==> src/rtl/gigatron_video_out.sv <==
// gigatron_video_out
//   Re-times a Gigatron-style video source (active-low syncs plus low-depth
//   colour) into VGA-style outputs. It measures line length, tracks the raster
//   position, generates blanking, expands colour depth, and can dim odd lines.
//   Every output is registered one qualifying (ce_pix) edge after its inputs.
//
// Ports
//   clk_sys          sole clock
//   reset            synchronous, active-high, wins over ce_pix
//   ce_pix           pixel clock enable; all state holds while low
//   hsync_n/vsync_n  source syncs, active-low
//   red/green/blue   source colour, IN_BITS per channel
//   scanlines        dim odd raster lines when high
//   VGA_R/G/B        expanded colour, OUT_BITS per channel, zero when blanked
//   VGA_HS/VGA_VS    registered syncs, inverted when SYNC_INVERT=1
//   VGA_HB/VGA_VB    horizontal/vertical blanking, 1 = blanked
//   locked           line length stable over consecutive lines
//   line_len         ce_pix count of the last complete line
module gigatron_video_out #(
  parameter int unsigned IN_BITS     = 2,
  parameter int unsigned OUT_BITS    = 8,
  parameter logic        SYNC_INVERT = 1'b1,
  parameter int unsigned H_START     = 48,
  parameter int unsigned H_ACTIVE    = 640,
  parameter int unsigned V_START     = 33,
  parameter int unsigned V_ACTIVE    = 480
) (
  input  logic                clk_sys,
  input  logic                reset,
  input  logic                ce_pix,
  input  logic                hsync_n,
  input  logic                vsync_n,
  input  logic [IN_BITS-1:0]  red,
  input  logic [IN_BITS-1:0]  green,
  input  logic [IN_BITS-1:0]  blue,
  input  logic                scanlines,
  output logic [OUT_BITS-1:0] VGA_R,
  output logic [OUT_BITS-1:0] VGA_G,
  output logic [OUT_BITS-1:0] VGA_B,
  output logic                VGA_HS,
  output logic                VGA_VS,
  output logic                VGA_HB,
  output logic                VGA_VB,
  output logic                locked,
  output logic [10:0]         line_len
);

  // Output sync level while the source syncs are idle (high).
  localparam logic SYNC_IDLE = ~SYNC_INVERT;

  logic                hs_prev_q, vs_prev_q;
  logic                seen_q;
  logic [10:0]         hcnt_q, hcnt_d, hcnt_inc;
  logic [9:0]          vcnt_q, vcnt_d;
  logic                vpend_q, vpend_d;
  logic [1:0]          mcnt_q, mcnt_d;
  logic                locked_q, locked_d;
  logic [10:0]         len_q, len_d;
  logic                h_edge, v_edge, len_match;
  logic                h_act, v_act, blank, dim;
  logic [OUT_BITS-1:0] r_exp, g_exp, b_exp;
  logic [OUT_BITS-1:0] r_d, g_d, b_d, r_q, g_q, b_q;
  logic                hs_d, vs_d, hs_q, vs_q, hb_q, vb_q;

  // Colour expansion: output bit i (from the MSB) takes input bit i mod IN_BITS
  // (from the MSB), i.e. the input pattern repeated and truncated.
  for (genvar i = 0; i < OUT_BITS; i++) begin : g_rep
    assign r_exp[OUT_BITS-1-i] = red  [IN_BITS-1-(i % IN_BITS)];
    assign g_exp[OUT_BITS-1-i] = green[IN_BITS-1-(i % IN_BITS)];
    assign b_exp[OUT_BITS-1-i] = blue [IN_BITS-1-(i % IN_BITS)];
  end

  always_comb begin
    h_edge   = ~hsync_n & hs_prev_q;
    v_edge   = ~vsync_n & vs_prev_q;

    hcnt_inc = (hcnt_q == '1) ? hcnt_q : hcnt_q + 11'd1;
    hcnt_d   = h_edge ? '0 : hcnt_inc;

    // Line measurement; the first edge after reset only starts the count,
    // since the line it closes was not measured from its beginning.
    len_d     = len_q;
    mcnt_d    = mcnt_q;
    locked_d  = locked_q;
    len_match = 1'b0;
    if (h_edge && seen_q) begin
      len_d     = hcnt_inc;
      // A saturated line never matches, even against an earlier saturated one.
      len_match = (hcnt_inc == len_q) && (hcnt_q != '1);
      if (len_match) begin
        mcnt_d = (mcnt_q == 2'd3) ? mcnt_q : mcnt_q + 2'd1;
        if (mcnt_d == 2'd3) locked_d = 1'b1;
      end else begin
        mcnt_d   = '0;
        locked_d = 1'b0;
      end
    end

    // A vsync edge arms vpend; the next hsync edge (or the same one) restarts
    // the line count at 0.
    vcnt_d  = vcnt_q;
    vpend_d = vpend_q | v_edge;
    if (h_edge) begin
      if (vpend_q | v_edge) begin
        vcnt_d  = '0;
        vpend_d = 1'b0;
      end else begin
        vcnt_d = (vcnt_q == '1) ? vcnt_q : vcnt_q + 10'd1;
      end
    end

    h_act = (32'(hcnt_d) >= H_START) && (32'(hcnt_d) < H_START + H_ACTIVE);
    v_act = (32'(vcnt_d) >= V_START) && (32'(vcnt_d) < V_START + V_ACTIVE);
    blank = ~(h_act & v_act);
    dim   = scanlines & vcnt_d[0];

    r_d = blank ? '0 : (dim ? (r_exp >> 1) : r_exp);
    g_d = blank ? '0 : (dim ? (g_exp >> 1) : g_exp);
    b_d = blank ? '0 : (dim ? (b_exp >> 1) : b_exp);

    hs_d = SYNC_INVERT ? ~hsync_n : hsync_n;
    vs_d = SYNC_INVERT ? ~vsync_n : vsync_n;
  end

  always_ff @(posedge clk_sys) begin
    if (reset) begin
      hs_prev_q <= 1'b1;
      vs_prev_q <= 1'b1;
      seen_q    <= 1'b0;
      hcnt_q    <= '0;
      vcnt_q    <= '0;
      vpend_q   <= 1'b0;
      mcnt_q    <= '0;
      locked_q  <= 1'b0;
      len_q     <= '0;
      r_q       <= '0;
      g_q       <= '0;
      b_q       <= '0;
      hs_q      <= SYNC_IDLE;
      vs_q      <= SYNC_IDLE;
      hb_q      <= 1'b1;
      vb_q      <= 1'b1;
    end else if (ce_pix) begin
      hs_prev_q <= hsync_n;
      vs_prev_q <= vsync_n;
      seen_q    <= seen_q | h_edge;
      hcnt_q    <= hcnt_d;
      vcnt_q    <= vcnt_d;
      vpend_q   <= vpend_d;
      mcnt_q    <= mcnt_d;
      locked_q  <= locked_d;
      len_q     <= len_d;
      r_q       <= r_d;
      g_q       <= g_d;
      b_q       <= b_d;
      hs_q      <= hs_d;
      vs_q      <= vs_d;
      hb_q      <= ~h_act;
      vb_q      <= ~v_act;
    end
  end

  assign VGA_R    = r_q;
  assign VGA_G    = g_q;
  assign VGA_B    = b_q;
  assign VGA_HS   = hs_q;
  assign VGA_VS   = vs_q;
  assign VGA_HB   = hb_q;
  assign VGA_VB   = vb_q;
  assign locked   = locked_q;
  assign line_len = len_q;

endmodule

==> config.mk <==
export PLATFORM = sky130hd
export DESIGN_NAME = gigatron_video_out
export DESIGN_NICKNAME = d
export VERILOG_FILES = /design/src/rtl/gigatron_video_out.sv
export SDC_FILE = /design/constraint.sdc
export NUM_CORES = 1
export LEC_CHECK = 0
export ABC_AREA = 0
export CAP_MARGIN = 10
export CELL_PAD_IN_SITES_DETAIL_PLACEMENT = 1
export CELL_PAD_IN_SITES_GLOBAL_PLACEMENT = 1
export CORE_MARGIN = 10
export CORE_UTILIZATION = 39
export CTS_CLUSTER_DIAMETER = 120
export DETAILED_ROUTE_END_ITERATION = 10
export PLACE_DENSITY = 0.78
export SLEW_MARGIN = 20
export SYNTH_ARGS = -nofsm -noshare
export SYNTH_HDL_FRONTEND = slang
export SYNTH_SLANG_ARGS = --single-unit
==> constraint.sdc <==
create_clock -name clk_sys -period 3.3 [get_ports clk_sys]
set_clock_uncertainty 0.05 [all_clocks]
set_input_delay 0.33 -clock clk_sys [delete_from_list [all_inputs] [get_ports clk_sys]]
set_output_delay 0.33 -clock clk_sys [all_outputs]
set_load 0.005 [all_outputs]
Word level (Yosys, flattened, before mapping)

Index checks and enable logic that the tools add are counted.

Bits in read-only memories: 0
Memories: 0
Register bits after elaboration: 67
RAM bits: 0
Input bits: 12
Latch bits: 0

Multiply operators: 0
Magnitude comparators: 4
Shifts and indexed selects: 0
Reductions and logical operators: 6
Eq/ne operators: 7
Bitwise gates (word level): 10
Multiplexer cells: 16
Div/mod/pow operators: 0
Add/subtract/negate cells: 3

Operators by type and width:

| cell                  | number |
|---|---|
| $mux 8                | 6 |
| $mux 10               | 3 |
| $mux 11               | 2 |
| $add 11x1->11 const B | 1 |
| $eq 11x11->1          | 1 |
| $eq 11x11->1 const B  | 1 |
| $ge 11x6->1 const B   | 1 |
| $lt 11x10->1 const B  | 1 |
| $ne 11x11->1 const B  | 1 |
| $add 10x1->10 const B | 1 |
| $eq 10x10->1 const B  | 1 |
| $ge 10x6->1 const B   | 1 |
| $lt 10x10->1 const B  | 1 |
| $and 1x1->1           | 4 |
| $eq 2x2->1 const B    | 2 |
| $logic_and 1x1->1     | 4 |
| $mux 2                | 2 |
| $not 1->1             | 4 |
| $mux 1                | 3 |
| $reduce_and 3->1      | 1 |
| $add 2x1->2 const B   | 1 |
| $ne 2x1->1 const B    | 1 |
| $or 1x1->1            | 2 |
| $reduce_and 2->1      | 1 |

Longest topological paths before layout

Depth after elaboration: 9
Depth in mapped cells: 9
Mapped depth without buffers: 8

Least setup slack after synthesis

No wires, ideal clock.

Kind: register to register
Start: reg vcnt_q[0]
End: reg b_q[7] (netlist: VGA_B[7])
Cell stages (with the launch flop): 9
Data required time: 3115 ps
Arrival time: 2243 ps
Path slack: 871 ps
Cells stage by stage: dfxtp_1 -> ha_1 -> and4_4 -> a41oi_1 -> a311oi_1 -> or4_4 -> and2_4 -> a211oi_4 -> o41ai_1

Longest elaborated chain between the ends: 8
Elaborated cells between the ends (all ways): 12
Those cells by class: add/sub (1); order compare (2); eq/ne (1); mux (5); bitwise (2); reduce/logical (1)

Ends and longest elaborated chain:

| element                                              | RTL line | RTL |
|---|---|---|
| start: declaration                                   | 54       | `logic [9:0] vcnt_q, vcnt_d;` |
| start signal: assignment                             | 148      | `vcnt_q <= vcnt_d;` |
| $add 10x1->10 / $eq 10x10->1 (equally long branches) | 108      | `vcnt_d = (vcnt_q == '1) ? vcnt_q : vcnt_q + 10'd1;` |
| $mux 10                                              | 108      |  |
| $mux 10                                              | 104      | `if (vpend_q \| v_edge) begin` |
| $mux 10 *                                            | 103      | `if (h_edge) begin` |
| $ge 10x6->1 / $lt 10x10->1 (equally long branches)   | 113      | `v_act = (32'(vcnt_d) >= V_START) && (32'(vcnt_d) < V_START + V_ACTIVE);` |
| $logic_and 1x1->1                                    | 113      |  |
| $and 1x1->1                                          | 114      | `blank = ~(h_act & v_act);` |
| $mux 8 *                                             | 119      | `b_d = blank ? '0 : (dim ? (b_exp >> 1) : b_exp);` |
| end signal: assignment                               | 138      | `b_q <= '0;` |
| end signal: assignment                               | 155      | `b_q <= b_d;` |
| end: declaration                                     | 62       | `logic [OUT_BITS-1:0] r_d, g_d, b_d, r_q, g_q, b_q;` |

Every way passes the cells marked *; elsewhere a longest branch is shown, timed or not.
A chain may end at the register's enable or synchronous reset.

Final worst setup path

Start: reg hcnt_q[1]
End: reg b_q[7] (netlist: VGA_B[7])

Longest elaborated chain between the ends: 7
Elaborated cells between the ends (all ways): 9
Those cells by class: add/sub (1); order compare (2); eq/ne (1); mux (3); bitwise (1); reduce/logical (1)

Ends and longest elaborated chain:

| element                                              | RTL line | RTL |
|---|---|---|
| start: declaration                                   | 53       | `logic [10:0] hcnt_q, hcnt_d, hcnt_inc;` |
| start signal: assignment                             | 147      | `hcnt_q <= hcnt_d;` |
| $add 11x1->11 / $eq 11x11->1 (equally long branches) | 77       | `hcnt_inc = (hcnt_q == '1) ? hcnt_q : hcnt_q + 11'd1;` |
| $mux 11 *                                            | 77       |  |
| $mux 11 *                                            | 78       | `hcnt_d = h_edge ? '0 : hcnt_inc;` |
| $ge 11x6->1 / $lt 11x10->1 (equally long branches)   | 112      | `h_act = (32'(hcnt_d) >= H_START) && (32'(hcnt_d) < H_START + H_ACTIVE);` |
| $logic_and 1x1->1 *                                  | 112      |  |
| $and 1x1->1 *                                        | 114      |  |
| $mux 8 *                                             | 119      |  |

Marked as above.

==> results.cfg <==
[power]
vdd.ir_drop.worst_mv = 0.214
power.density_cell_area_nw_per_um2 = 353
power_leakage_nw = 1.21

[clock_tree]
insertion_delay_ps = 310
clk_path_buf_depth = 2
clock_root_buffer = sky130_fd_sc_hd__clkbuf_8
clk_pin_slew_worst_paths_ps = 110
holdBufCountCts = 0
tritoncts = done
tritoncts.num_buffers = 5
ctsHtreeMaxLevel = 2
postCtsSetupRepairBufs = 0
cts_sinks = 52
cts_resized = 0

[timing]
post_route_fraction_of_the_period_consumed_by_the_critical_path_pct = 84.7
timing_hold_violations_final = 0
timing.final.setup_violations = 0
final.setup.worst_slack_ps = 506
tns_ps = 0
max_slew.worst_pin.slew_ps = 551
period_minus_slack_ps = 2790
max-slew-margin-rel_pct = 63.2
slew_viol_final = 0
unrepaired_setup_endpoints_after_global_routing = no
fmaxAchievable_ghz = 0.358

[grt]
first_global_vias = 2915
grt_max_degree = 50
globalRouteOverflowTotal = 0
antenna_found_initial = 0
global_route_wire_length_before_repair_um = 14800
globalRouteTotalUtil_pct = 15.2

[detailed_routing]
via_count = 2807
drt-vias-per-instance = 5.61
antenna_violating_nets_post_route = 0
route.detailed.wl_per_inst_um = 17.2
detail_route.drc_violations = 0
detail_route.wirelength_um = 8580
dr.pass1.iters = 4
drt_iter0_drc = 137

[synthesis]
postSynth.asyncResetShare_pct = 0
ys.flop_type = sky130_fd_sc_hd__dfxtp_1
synth_area_per_cell_um2 = 8.19
yosys.area_share.simple_pct = 24.2
synthesis.area_um2 = 3020
ys_seq_elements = 52
synth_warnings = 0
post_synth_xor_area_fraction_pct = 3.49
synth.area.mux_share_pct = 4.73
synth_most_common_cell = sky130_fd_sc_hd__dfxtp_1
ys_types = 69
synthTopCellsByCount = sky130_fd_sc_hd__dfxtp_1 (52), sky130_fd_sc_hd__nor2_1 (47), sky130_fd_sc_hd__nand2_1 (40)
synth_fp_nets = 382
ys_top_cells_by_area = sky130_fd_sc_hd__dfxtp_1 (35%), sky130_fd_sc_hd__nor2_1 (5.9%), sky130_fd_sc_hd__nand2_1 (5.0%), sky130_fd_sc_hd__a21oi_1 (4.6%), sky130_fd_sc_hd__buf_4 (4.5%)
synth_top_cell_area_share_pct = 34.5
ys_seq_area_share_pct = 34.5
synthCells = 368
post_synth_adder_cell_area_pct = 0.830
synth_edf_count = 0
synth_compound_area_share_pct = 23.4
synth_largest_area_cell = sky130_fd_sc_hd__dfxtp_1
synth_top_family_by_area = simple AND/OR/NAND/NOR gates

[die]
core-area_um2 = 7610
fp.dieH_um = 108
die-width_um = 108
die_area_um2 = 11600
floorplan.io_pins = 52
rows = 32
initial_utilization_pct = 39.6

[finish]
layout-drive-gt1-share_pct = 10.3
filler_cell_count = 918
final_net_count = 411
diodes = 0
area_delta_synth_final_pct = 18.8

[critical_path]
endpoint_kind = register
critical_path_peak_fanout = 10
timing.critical_path.from_type = register
required_time_at_the_worst_slack_endpoint_ps = 3460
cp.arrival_ps = 2950
setup_crit_path_kind = reg -> reg

[placed_design]
gp_routability_congestion = 0.822
place_ws_ps = 341
io_buffers = 51
post-dp-hpwl_um = 6330

[flow_run]
maxCapViolCount = 0

[outcome]
run_status = completed

[hold_path]
hold_path_class = reg -> reg
cells by family after synthesis:
kind of cell    Yosys count
compound gates           98
xor+xnor                 12
fa+ha+maj                 2
buf+inv                  44
flops                    52
mux                      14
simple gates            146
critical path, cell delays in order (launching register included):
cell and delay [ps]:
sky130_fd_sc_hd__dfxtp_1 440, sky130_fd_sc_hd__ha_1 370, sky130_fd_sc_hd__nand4_1 240, sky130_fd_sc_hd__nor2_1 210
sky130_fd_sc_hd__mux2i_1 470, sky130_fd_sc_hd__o211a_1 210, sky130_fd_sc_hd__o41a_1 160, sky130_fd_sc_hd__o21ai_2 170
sky130_fd_sc_hd__o41ai_1 370
state kept, by name, indices dropped and copies added (netlist names), 2 cells and up:
name and flops:
VGA_R 3, VGA_G 3, line_len 11, VGA_B 3, hcnt_q 11, vcnt_q 10, mcnt_q 2
layout by cell type, fill, tap and decap left out, types with 3 or more instances in the layout:
cell,instances
sky130_fd_sc_hd__nor2_1,47
sky130_fd_sc_hd__or3_1,3
sky130_fd_sc_hd__a21oi_1,28
sky130_fd_sc_hd__dfxtp_1,52
sky130_fd_sc_hd__nand2_1,40
sky130_fd_sc_hd__nor3_1,12
sky130_fd_sc_hd__mux2i_1,12
sky130_fd_sc_hd__o41ai_1,9
sky130_fd_sc_hd__o211ai_1,4
sky130_fd_sc_hd__nand4_1,4
sky130_fd_sc_hd__nand3_1,7
sky130_fd_sc_hd__and3_1,3
sky130_fd_sc_hd__or2_2,3
sky130_fd_sc_hd__buf_4,7
sky130_fd_sc_hd__a41oi_1,3
sky130_fd_sc_hd__o31ai_1,3
sky130_fd_sc_hd__xor2_1,6
sky130_fd_sc_hd__xnor2_1,6
sky130_fd_sc_hd__clkdlybuf4s50_1,50
sky130_fd_sc_hd__a211oi_1,8
sky130_fd_sc_hd__a22oi_1,9
sky130_fd_sc_hd__a31oi_1,3
sky130_fd_sc_hd__o21ai_0,12
sky130_fd_sc_hd__nor4_1,4
sky130_fd_sc_hd__clkbuf_8,5
sky130_fd_sc_hd__inv_1,8
path summary, 6_finish.rpt:
kind,from,to,slack [ps],cells after the start
setup / recovery,hcnt_q[1],VGA_B[7],510,8
hold / removal,VGA_HS,VGA_HS,420,1
setup reg to reg,hcnt_q[1],VGA_B[7],510,8
hold reg to reg,VGA_HS,VGA_HS,420,1
through the flow:
step | util [%] | power (W) | hold slack (ps) | area, um^2 | instances
floorplan | - | 0.000765 | 384 | 3020 | 368
global placement | 45.6 | 0.000809 | 389 | 3470 | 492
detailed placement | 45.6 | 0.000814 | 395 | 3470 | 492
CTS | 47.1 | 0.00128 | 423 | 3580 | 500
global route | 47.1 | 0.00132 | 443 | 3580 | 500
finish | 47.1 | 0.00126 | 417 | 3580 | 500
cell type report:
cell class	instances	area (um^2)	share of cell area, %
multi-input cells	272	1710	47.7
flip-flops and latches	52	1040	29.1
repair buffers	58	558	15.6
well taps	102	128	3.56
clock buffers	5	68.8	1.92
clock inverters	3	46.3	1.29
inverters	8	30.0	0.839
power by group:
group	leakage (nW)	internal, W	switching (W)
logic	0.734	0.0000607	0.0000880
clock network	0.0548	0.000229	0.000234
registers	0.421	0.000639	0.0000124
total	1.21	0.000929	0.000335
routing by layer:
layer  wire [um]  vias to the layer above  part of all wire [%]  GRT usage (%)
met4          80                        0                  0.93           3.05
met1        4130                     1356                    48           20.2
met3         445                        9                   5.2           3.45
met2        3920                       64                    46           24.8
li1            -                     1378                     -              -
met5           0                        -                     0              0
No activity file was read; power rests on OpenSTA's default activity.
